<file path="config.mk">
export PLATFORM = sky130hd
export DESIGN_NAME = alarm_zone_scheduler_flat
export DESIGN_NICKNAME = d
export VERILOG_FILES = /design/src/rtl/alarm_zone_scheduler_pkg.sv /design/src/rtl/alarm_zone_scheduler_if.sv /design/src/rtl/pir_sync_edge.sv /design/src/rtl/alarm_zone_scheduler.sv /design/src/flat_wrapper.sv
export SDC_FILE = /design/constraint.sdc
export NUM_CORES = 1
export LEC_CHECK = 0
export ABC_AREA = 1
export ABC_CLOCK_PERIOD_IN_PS = 3000
export CORE_ASPECT_RATIO = 1.2
export CORE_UTILIZATION = 54
export DETAILED_ROUTE_END_ITERATION = 7
export MAX_ROUTING_LAYER = met4
export PLACE_DENSITY = 0.84
export SETUP_SLACK_MARGIN = 0.3
export SLEW_MARGIN = 25
export SYNTH_ARGS = -nofsm -noshare
export SYNTH_HDL_FRONTEND = slang
export SYNTH_HIERARCHICAL = 1
export SYNTH_SLANG_ARGS = --single-unit
</file>
<file path="constraint.sdc">
create_clock -name clk -period 3 [get_ports clk]
set_input_delay 0.75 -clock clk [delete_from_list [all_inputs] [get_ports clk]]
set_output_delay 0.75 -clock clk [all_outputs]
set_load 0.02 [all_outputs]
</file>
<file path="src/rtl/alarm_zone_scheduler_pkg.sv">
// Shared constants, FSM encoding and zone-selection helpers for the alarm zone scheduler.
package alarm_pkg;

    localparam int unsigned BUZZ_CYCLES_DEF = 100;
    localparam int unsigned GAP_CYCLES_DEF  = 10;

    localparam logic [1:0] ZONE_NONE = 2'b11;

    // 7-segment patterns, active-high, bit order gfedcba
    localparam logic [6:0] SEG_BLANK = 7'b0000000;
    localparam logic [6:0] SEG_1     = 7'b0000110;
    localparam logic [6:0] SEG_2     = 7'b1011011;
    localparam logic [6:0] SEG_3     = 7'b1001111;

    typedef enum logic [2:0] {
        ST_IDLE = 3'b001,
        ST_BUZZ = 3'b010,
        ST_GAP  = 3'b100
    } state_e;

    function automatic logic [1:0] next_zone(input logic [1:0] z);
        return (z == 2'd2) ? 2'd0 : z + 2'd1;
    endfunction

    function automatic logic zone_bit(input logic [2:0] v, input logic [1:0] z);
        case (z)
            2'd0:    return v[0];
            2'd1:    return v[1];
            2'd2:    return v[2];
            default: return 1'b0;
        endcase
    endfunction

    function automatic logic [2:0] zone_mask(input logic [1:0] z);
        case (z)
            2'd0:    return 3'b001;
            2'd1:    return 3'b010;
            2'd2:    return 3'b100;
            default: return 3'b000;
        endcase
    endfunction

    // Round-robin search starting one past the last served zone.
    function automatic logic [1:0] rr_pick(input logic [2:0] pend, input logic [1:0] last);
        logic [1:0] z0, z1, z2;
        z0 = next_zone(last);
        z1 = next_zone(z0);
        z2 = next_zone(z1);
        if (zone_bit(pend, z0))      return z0;
        else if (zone_bit(pend, z1)) return z1;
        else if (zone_bit(pend, z2)) return z2;
        else                         return ZONE_NONE;
    endfunction

endpackage

</file>
<file path="src/rtl/alarm_zone_scheduler_if.sv">
// Operator, sensor and annunciator signals of the alarm zone scheduler.
interface alarm_zone_scheduler_if;

    logic        arm;
    logic        stop_alarm;
    logic        pir_sensor_1;
    logic        pir_sensor_2;
    logic        pir_sensor_3;
    logic        LED;
    logic        buzzer;
    logic [1:0]  zone_id;
    logic [20:0] display_data;

    modport master (
        output arm, stop_alarm, pir_sensor_1, pir_sensor_2, pir_sensor_3,
        input  LED, buzzer, zone_id, display_data
    );

    modport slave (
        input  arm, stop_alarm, pir_sensor_1, pir_sensor_2, pir_sensor_3,
        output LED, buzzer, zone_id, display_data
    );

endinterface

</file>
<file path="src/rtl/pir_sync_edge.sv">
// Two-flop synchronizer for an asynchronous PIR input plus a rising-edge pulse.
module pir_sync_edge (
    input  logic clk,
    input  logic rst_n,
    input  logic async_in,
    output logic rise
);

    logic sync1, sync2, sync2_d;

    // NOTE: sequential state uses non-blocking assignments so every flop
    // samples the pre-edge value of its neighbour; blocking would collapse the chain.
    always_ff @(posedge clk or negedge rst_n) begin
        if (!rst_n) begin
            sync1   <= 1'b0;
            sync2   <= 1'b0;
            sync2_d <= 1'b0;
        end else begin
            sync1   <= async_in;
            sync2   <= sync1;
            sync2_d <= sync2;
        end
    end

    assign rise = sync2 & ~sync2_d;

endmodule

</file>
<file path="src/rtl/alarm_zone_scheduler.sv">
// Three-zone PIR alarm: latches motion events per zone and sounds them one at a
// time, round-robin, with a fixed buzz period followed by a silent gap.
module alarm_zone_scheduler
    import alarm_pkg::*;
#(
    parameter int unsigned BUZZ_CYCLES = BUZZ_CYCLES_DEF,
    parameter int unsigned GAP_CYCLES  = GAP_CYCLES_DEF
) (
    input  logic                 clk,
    input  logic                 rst_n,
    alarm_zone_scheduler_if.slave bus
);

    localparam int unsigned MAX_CYCLES = (BUZZ_CYCLES > GAP_CYCLES) ? BUZZ_CYCLES : GAP_CYCLES;
    localparam int unsigned CNT_W      = $clog2(MAX_CYCLES + 1);
    localparam logic [CNT_W-1:0] BUZZ_LAST = CNT_W'(BUZZ_CYCLES - 1);
    localparam logic [CNT_W-1:0] GAP_LAST  = CNT_W'(GAP_CYCLES - 1);

    logic [2:0]       rise;
    state_e           state_q, state_d;
    logic [CNT_W-1:0] cnt_q, cnt_d;
    logic [2:0]       pending_q, pending_d;
    logic [1:0]       granted_q, granted_d;
    logic [1:0]       last_q, last_d;
    logic [2:0]       clear_mask;

    pir_sync_edge u_sync0 (.clk(clk), .rst_n(rst_n), .async_in(bus.pir_sensor_1), .rise(rise[0]));
    pir_sync_edge u_sync1 (.clk(clk), .rst_n(rst_n), .async_in(bus.pir_sensor_2), .rise(rise[1]));
    pir_sync_edge u_sync2 (.clk(clk), .rst_n(rst_n), .async_in(bus.pir_sensor_3), .rise(rise[2]));

    always_ff @(posedge clk or negedge rst_n) begin
        if (!rst_n) begin
            state_q   <= ST_IDLE;
            cnt_q     <= '0;
            pending_q <= '0;
            granted_q <= 2'd0;
            last_q    <= 2'd2;
        end else begin
            state_q   <= state_d;
            cnt_q     <= cnt_d;
            pending_q <= pending_d;
            granted_q <= granted_d;
            last_q    <= last_d;
        end
    end

    // NOTE: every variable gets a default before the case so no path leaves
    // one unassigned, which would otherwise infer a latch.
    always_comb begin
        state_d    = state_q;
        cnt_d      = cnt_q;
        granted_d  = granted_q;
        last_d     = last_q;
        clear_mask = '0;

        case (state_q)
            ST_IDLE: begin
                if (|pending_q) begin
                    granted_d = rr_pick(pending_q, last_q);
                    state_d   = ST_BUZZ;
                    cnt_d     = '0;
                end
            end
            ST_BUZZ: begin
                if (bus.stop_alarm || cnt_q == BUZZ_LAST) begin
                    state_d    = ST_GAP;
                    cnt_d      = '0;
                    clear_mask = zone_mask(granted_q);
                    last_d     = granted_q;
                end else begin
                    cnt_d = cnt_q + 1'b1;
                end
            end
            ST_GAP: begin
                if (cnt_q == GAP_LAST) begin
                    state_d = ST_IDLE;
                    cnt_d   = '0;
                end else begin
                    cnt_d = cnt_q + 1'b1;
                end
            end
            default: begin
                state_d = ST_IDLE;
                cnt_d   = '0;
            end
        endcase

        // A fresh edge is OR-ed in after the clear so it survives a coincident clear.
        pending_d = (pending_q & ~clear_mask) | rise;

        if (!bus.arm) begin
            state_d   = ST_IDLE;
            cnt_d     = '0;
            pending_d = '0;
        end
    end

    assign bus.LED          = (state_q == ST_BUZZ);
    assign bus.buzzer       = (state_q == ST_BUZZ);
    assign bus.zone_id      = (state_q == ST_BUZZ) ? granted_q : ZONE_NONE;
    assign bus.display_data = {pending_q[2] ? SEG_3 : SEG_BLANK,
                               pending_q[1] ? SEG_2 : SEG_BLANK,
                               pending_q[0] ? SEG_1 : SEG_BLANK};

endmodule

</file>
<file path="src/flat_wrapper.sv">
// flat-port wrapper written by rule: the top's interface ports become plain ports
module alarm_zone_scheduler_flat import alarm_pkg::*;
#(
    parameter int unsigned BUZZ_CYCLES = BUZZ_CYCLES_DEF,
    parameter int unsigned GAP_CYCLES  = GAP_CYCLES_DEF
)
  (clk, rst_n, bus_arm, bus_stop_alarm, bus_pir_sensor_1, bus_pir_sensor_2, bus_pir_sensor_3, bus_LED, bus_buzzer, bus_zone_id, bus_display_data);
  alarm_zone_scheduler_if bus_i ();
  input  logic clk;
  input  logic rst_n;
  input wire logic [$bits(bus_i.arm)-1:0] bus_arm;
  input wire logic [$bits(bus_i.stop_alarm)-1:0] bus_stop_alarm;
  input wire logic [$bits(bus_i.pir_sensor_1)-1:0] bus_pir_sensor_1;
  input wire logic [$bits(bus_i.pir_sensor_2)-1:0] bus_pir_sensor_2;
  input wire logic [$bits(bus_i.pir_sensor_3)-1:0] bus_pir_sensor_3;
  output wire logic [$bits(bus_i.LED)-1:0] bus_LED;
  output wire logic [$bits(bus_i.buzzer)-1:0] bus_buzzer;
  output wire logic [$bits(bus_i.zone_id)-1:0] bus_zone_id;
  output wire logic [$bits(bus_i.display_data)-1:0] bus_display_data;
  assign bus_i.arm = bus_arm;
  assign bus_i.stop_alarm = bus_stop_alarm;
  assign bus_i.pir_sensor_1 = bus_pir_sensor_1;
  assign bus_i.pir_sensor_2 = bus_pir_sensor_2;
  assign bus_i.pir_sensor_3 = bus_pir_sensor_3;
  assign bus_LED = bus_i.LED;
  assign bus_buzzer = bus_i.buzzer;
  assign bus_zone_id = bus_i.zone_id;
  assign bus_display_data = bus_i.display_data;
  alarm_zone_scheduler #(.BUZZ_CYCLES(BUZZ_CYCLES), .GAP_CYCLES(GAP_CYCLES)) u_core (.clk(clk), .rst_n(rst_n), .bus(bus_i));
endmodule
</file>
== Word level (Yosys, flattened, before mapping) ==
Cells that the tools add are included.
Cells by class
  add/subtract/negate cells: 4
  eq/ne operators: 17
  multiplexer cells: 36
  bitwise gates (word level): 9
  reduce and logical (&&, ||, !) cells: 9
Operators with widths (count)
  $mux W7: 6
  $mux W3: 8
  $pmux W7 S3: 1
  $pmux W3 S3: 2
  $mux W2: 7
  $eq A2 B2 Y1 const B: 5
  $mux W1: 9
  $ne A3 B2 Y1 const B: 3
  $pmux W1 S3: 3
  $eq A2 B1 Y1 const B: 4
  $logic_not A2 Y1: 4
  $add A7 B1 Y7 const B: 1
  $eq A7 B4 Y1 const B: 1
  $eq A7 B7 Y1 const B: 1
  $add A2 B1 Y2 const B: 3
  $reduce_and A2 Y1: 2
  $and A1 B1 Y1: 3
  $and A3 B3 Y3: 1
  $eq A3 B1 Y1 const B: 1
  $eq A3 B2 Y1 const B: 1
  $eq A3 B3 Y1 const B: 1
  $not A1 Y1: 3
  $not A3 Y3: 1
  $or A3 B3 Y3: 1
  other kinds (3): 3
Storage, ports and cells
  bits in registers: 26
  input port bits: 7
  output and inout bits: 25
  word-level logic and storage cells: 89

== Depth between registers and ports, before layout ==
  depth in word-level cells: 16
  gate-level depth with buffers: 9
  depth with buffers taken out: 9

== Cells and area by module ==
Netlist, hierarchy kept.
By module, submodules not included
  alarm_zone_scheduler: times used 1, cells each 191, area an instance 1290.0 um2, sequential area each 427.9 um2
  pir_sync_edge: times used 3, cells each 5, area an instance 85.1 um2, sequential area each 75.1 um2

== Worst setup path before layout ==
No wires, ideal clock.
  kind: register to output
  start point: register u_core.state_q[0]
  end point: output bus_zone_id[0]
  data arrival time: 1.008 ns
  data required time: 2.250 ns
  path slack: 1.242 ns
  stages on the path, launching flop included: 5
  path buffers: 0
  cells stage by stage: dfstp_2 -> inv_1 -> nand3_2 -> inv_1 -> nand2_1
Between the ends
  word-level cells in the longest chain between the ends: 2
Ends and longest elaborated chain
  from (decl): RTL line alarm_zone_scheduler.sv:20  | state_e state_q, state_d;
  from (signal assigned): RTL line alarm_zone_scheduler.sv:39  | state_q <= state_d;
  $eq A3 B2 Y1
  net bus_LED: RTL line flat_wrapper.sv:16  | output wire logic [$bits(bus_i.LED)-1:0] bus_LED;
  $mux W2: RTL line alarm_zone_scheduler.sv:100  | assign bus.zone_id = (state_q == ST_BUZZ) ? granted_q : ZONE_NONE;
  to (decl): RTL line flat_wrapper.sv:18  | output wire logic [$bits(bus_i.zone_id)-1:0] bus_zone_id;
The timed path passes the listed nets, and every way through them passes these cells.

== Worst setup path after layout ==
  start point: register u_core.state_q[0]
  end point: output bus_zone_id[0]
Between the ends
  word-level cells in the longest chain between the ends: 2
Ends and longest elaborated chain (RTL line)
  $eq A3 B2 Y1: alarm_zone_scheduler.sv:100
  $mux W2: alarm_zone_scheduler.sv:100
Every way passes these cells.

==> flow_summary.ini <==
[status]
status = complete, no violations

[routing]
dr.pass1.iters = 4
routedWlPerCell_um = 10.15
drt_wl_total_um = 2558
drt_iter0_drc = 29
vias = 1234
via_per_inst = 4.897
drtAntennaViolNets = 0
drc = 0

[timing]
setup_viol = 0
drv_slew = 0
finClkSkew_ns = 0.003294
clock.fmax_ghz = 0.3877
tightest_slew_ns = 0.5699
rsz0062_at_grt = no
min_period_ns = 2.579
timing.final.crit_share_pct = 85.98
maxSlewHeadroom_pct = 61.89
tns_ns = 0
finalHoldViolations = 0

[setup_path]
crit_arrival_ns = 1.83
cp_slowest_cell = clkdlybuf4s50_1
required_ns = 2.25
criticalPathCategory = reg2out
end_kind = output pin
cp_cell_sequence = inv_1, nand3_2, inv_1, nand2_1, clkdlybuf4s50_1
cp_max_fo = 6
crit_top_cell = inv_1
cp-start-kind = flop
slowest_delay_ns = 0.59

[synthesis]
synth-seq-cells = 26
synth.top_cell.area_share_pct = 38.87
synth_area_um2 = 1545
yosysSeqAreaShare_pct = 42.27
yosys.area.top_type = dfrtp_1
syn-instance-count = 206
yosysWarnings = 6
synth_cell_types = 22
syn_avg_cell_area_um2 = 7.501
ys_top_cells_by_area = dfrtp_1 (39%), nand2_1 (12%), buf_4 (9.7%), inv_1 (8.0%), nand3_1 (5.8%)

[power_and_ir_drop]
leakage_nw = 0.8878
peakVddDrop_v = 0.0003806
power_mw = 1.024
pwr_density_cell_nw_per_um2 = 594.0

[finish]
design_area_um2 = 1724
nets = 229
syn2layout_area_growth_pct = 11.58
antenna_cells = 0
layout-drive-gt1-share_pct = 9.589

[placement]
gp_congestion = 0.8852
dpl.hpwl_um = 2010
io_buffers = 22
dpl_cell_area_um2 = 1672

[clock_network]
cts_tree = yes
cts_resized = 0
htree_levels = 1
clk_latency_ns = 0.32
cts.path.max_buffers = 2
cts_sinks = 26
cts_buffers = 3
cts-root-buf = clkbuf_4
cts_hold_buf = 0
cts_setup_buffers = 0
path_clk_slew_ns = 0.14

[global_routing]
grtUsageTotal_pct = 19.79
grt_first_pass_wirelength_um = 4291
antenna_found_initial = 0
grt_overflow = 0
grt_pass1_vias = 1041
grt_max_degree = 16

[job]
drv_cap = 0

[floorplan]
die-area_um2 = 3080
pin_count = 32
die-height_um = 60.60
start_util_pct = 58.81
core_area_um2 = 2628
die_w_um = 50.83
std_cell_rows = 20

[min_path]
hold_class = reg2reg
[cell usage in the layout, fill, tap and decap left out, drive strengths merged, types with 3 or more instances in the layout]
cell           count
o21ai              6
clkbuf             3
inv               35
dfrtp             24
nor2              28
nand2             50
nand4              5
a21oi              6
clkdlybuf4s50     22
nor3               3
nand3             20
conb               9
[layout make-up]
type / count / area (µm²)
Timing Repair Buffer: 23 / 227.7
Inverter: 35 / 131.4
Clock buffer: 3 / 22.52
Fill cell: 230 / 903.4
Clock inverter: 1 / 30.03
Sequential cell: 26 / 653.1
Multi-Input combinational cell: 131 / 618.1
Tap cell: 33 / 41.29
[cell usage after synthesis, drive strengths merged]
cell,number
dfrtp,24
ha,2
conb,1
nand3,20
o21ai,6
a21oi,6
dfstp,2
nor2,28
xor2,1
nand2,50
nand4,5
inv,35
nor3,3
buf,22
nor3b,1
[kinds of logic after synthesis]
family | Yosys count | synth area share, %
and+or+nand+nor | 107 | 31.74
buffers and inverters | 57 | 19.68
DFF | 26 | 42.27
AOI/OAI and AO/OA | 12 | 3.887
adders and majority gates | 2 | 1.619
xor gates and xnor gates | 1 | 0.5669
other | 1 | 0.2427
[state kept, by name, indices dropped and copies added (netlist names), 2 cells and up]
signal and cells:
u_core/pending_q 3, u_core/cnt_q 7, u_core/granted_q 2, u_core/state_q 3, u_core/last_q 2
[routing by layer]
layer | track usage (%) | part of all wire [%] | wire [µm]
met3 | 1.754 | 3.5 | 89
met2 | 36.38 | 52 | 1340
met4 | 9.524 | 1.4 | 35
met1 | 21.52 | 43 | 1093
met5 | - | 0 | 0
[path summary, 6_finish.rpt]
path                       depth (start not counted)                 start  slack (ns)              endpoint
max reg2reg                                        6   u_core/pending_q[1]        1.53       u_core/cnt_q[5]
min in group asynchronous                          1                 rst_n        0.77       u_core/cnt_q[5]
min reg2reg                                        0  u_core/u_sync2/sync1        0.36  u_core/u_sync2/sync2
min                                                0  u_core/u_sync2/sync1        0.36  u_core/u_sync2/sync2
max in group asynchronous                          2                 rst_n        1.62       u_core/cnt_q[1]
max                                                5     u_core/state_q[0]        0.42        bus_zone_id[0]
[metrics by stage]
step / hold WS, ns / utilization (%) / instances / setup slack, ns
finish: 0.3641 / 65.62 / 252 / 0.4206
global placement: 0.3320 / 63.62 / 248 / 0.8226
detailed placement: 0.3364 / 63.62 / 248 / 0.7854
floorplan: 0.3312 / - / 214 / 1.242
CTS: 0.3674 / 65.62 / 252 / 0.4049
global route: 0.3738 / 65.62 / 252 / 0.3464
[worst max-delay path, delay by kind of cell, from the launching register on]
family | cells | cell delay, ns
buf+inv | 3 | 0.75
flops | 1 | 0.58
simple gates | 2 | 0.18
[power by group]
group          switching, mW  internal, mW
clock network          0.102         0.135
logic                  0.200         0.120
registers             0.0554         0.412
total                  0.357         0.667
(Power assumes the default switching activity.)
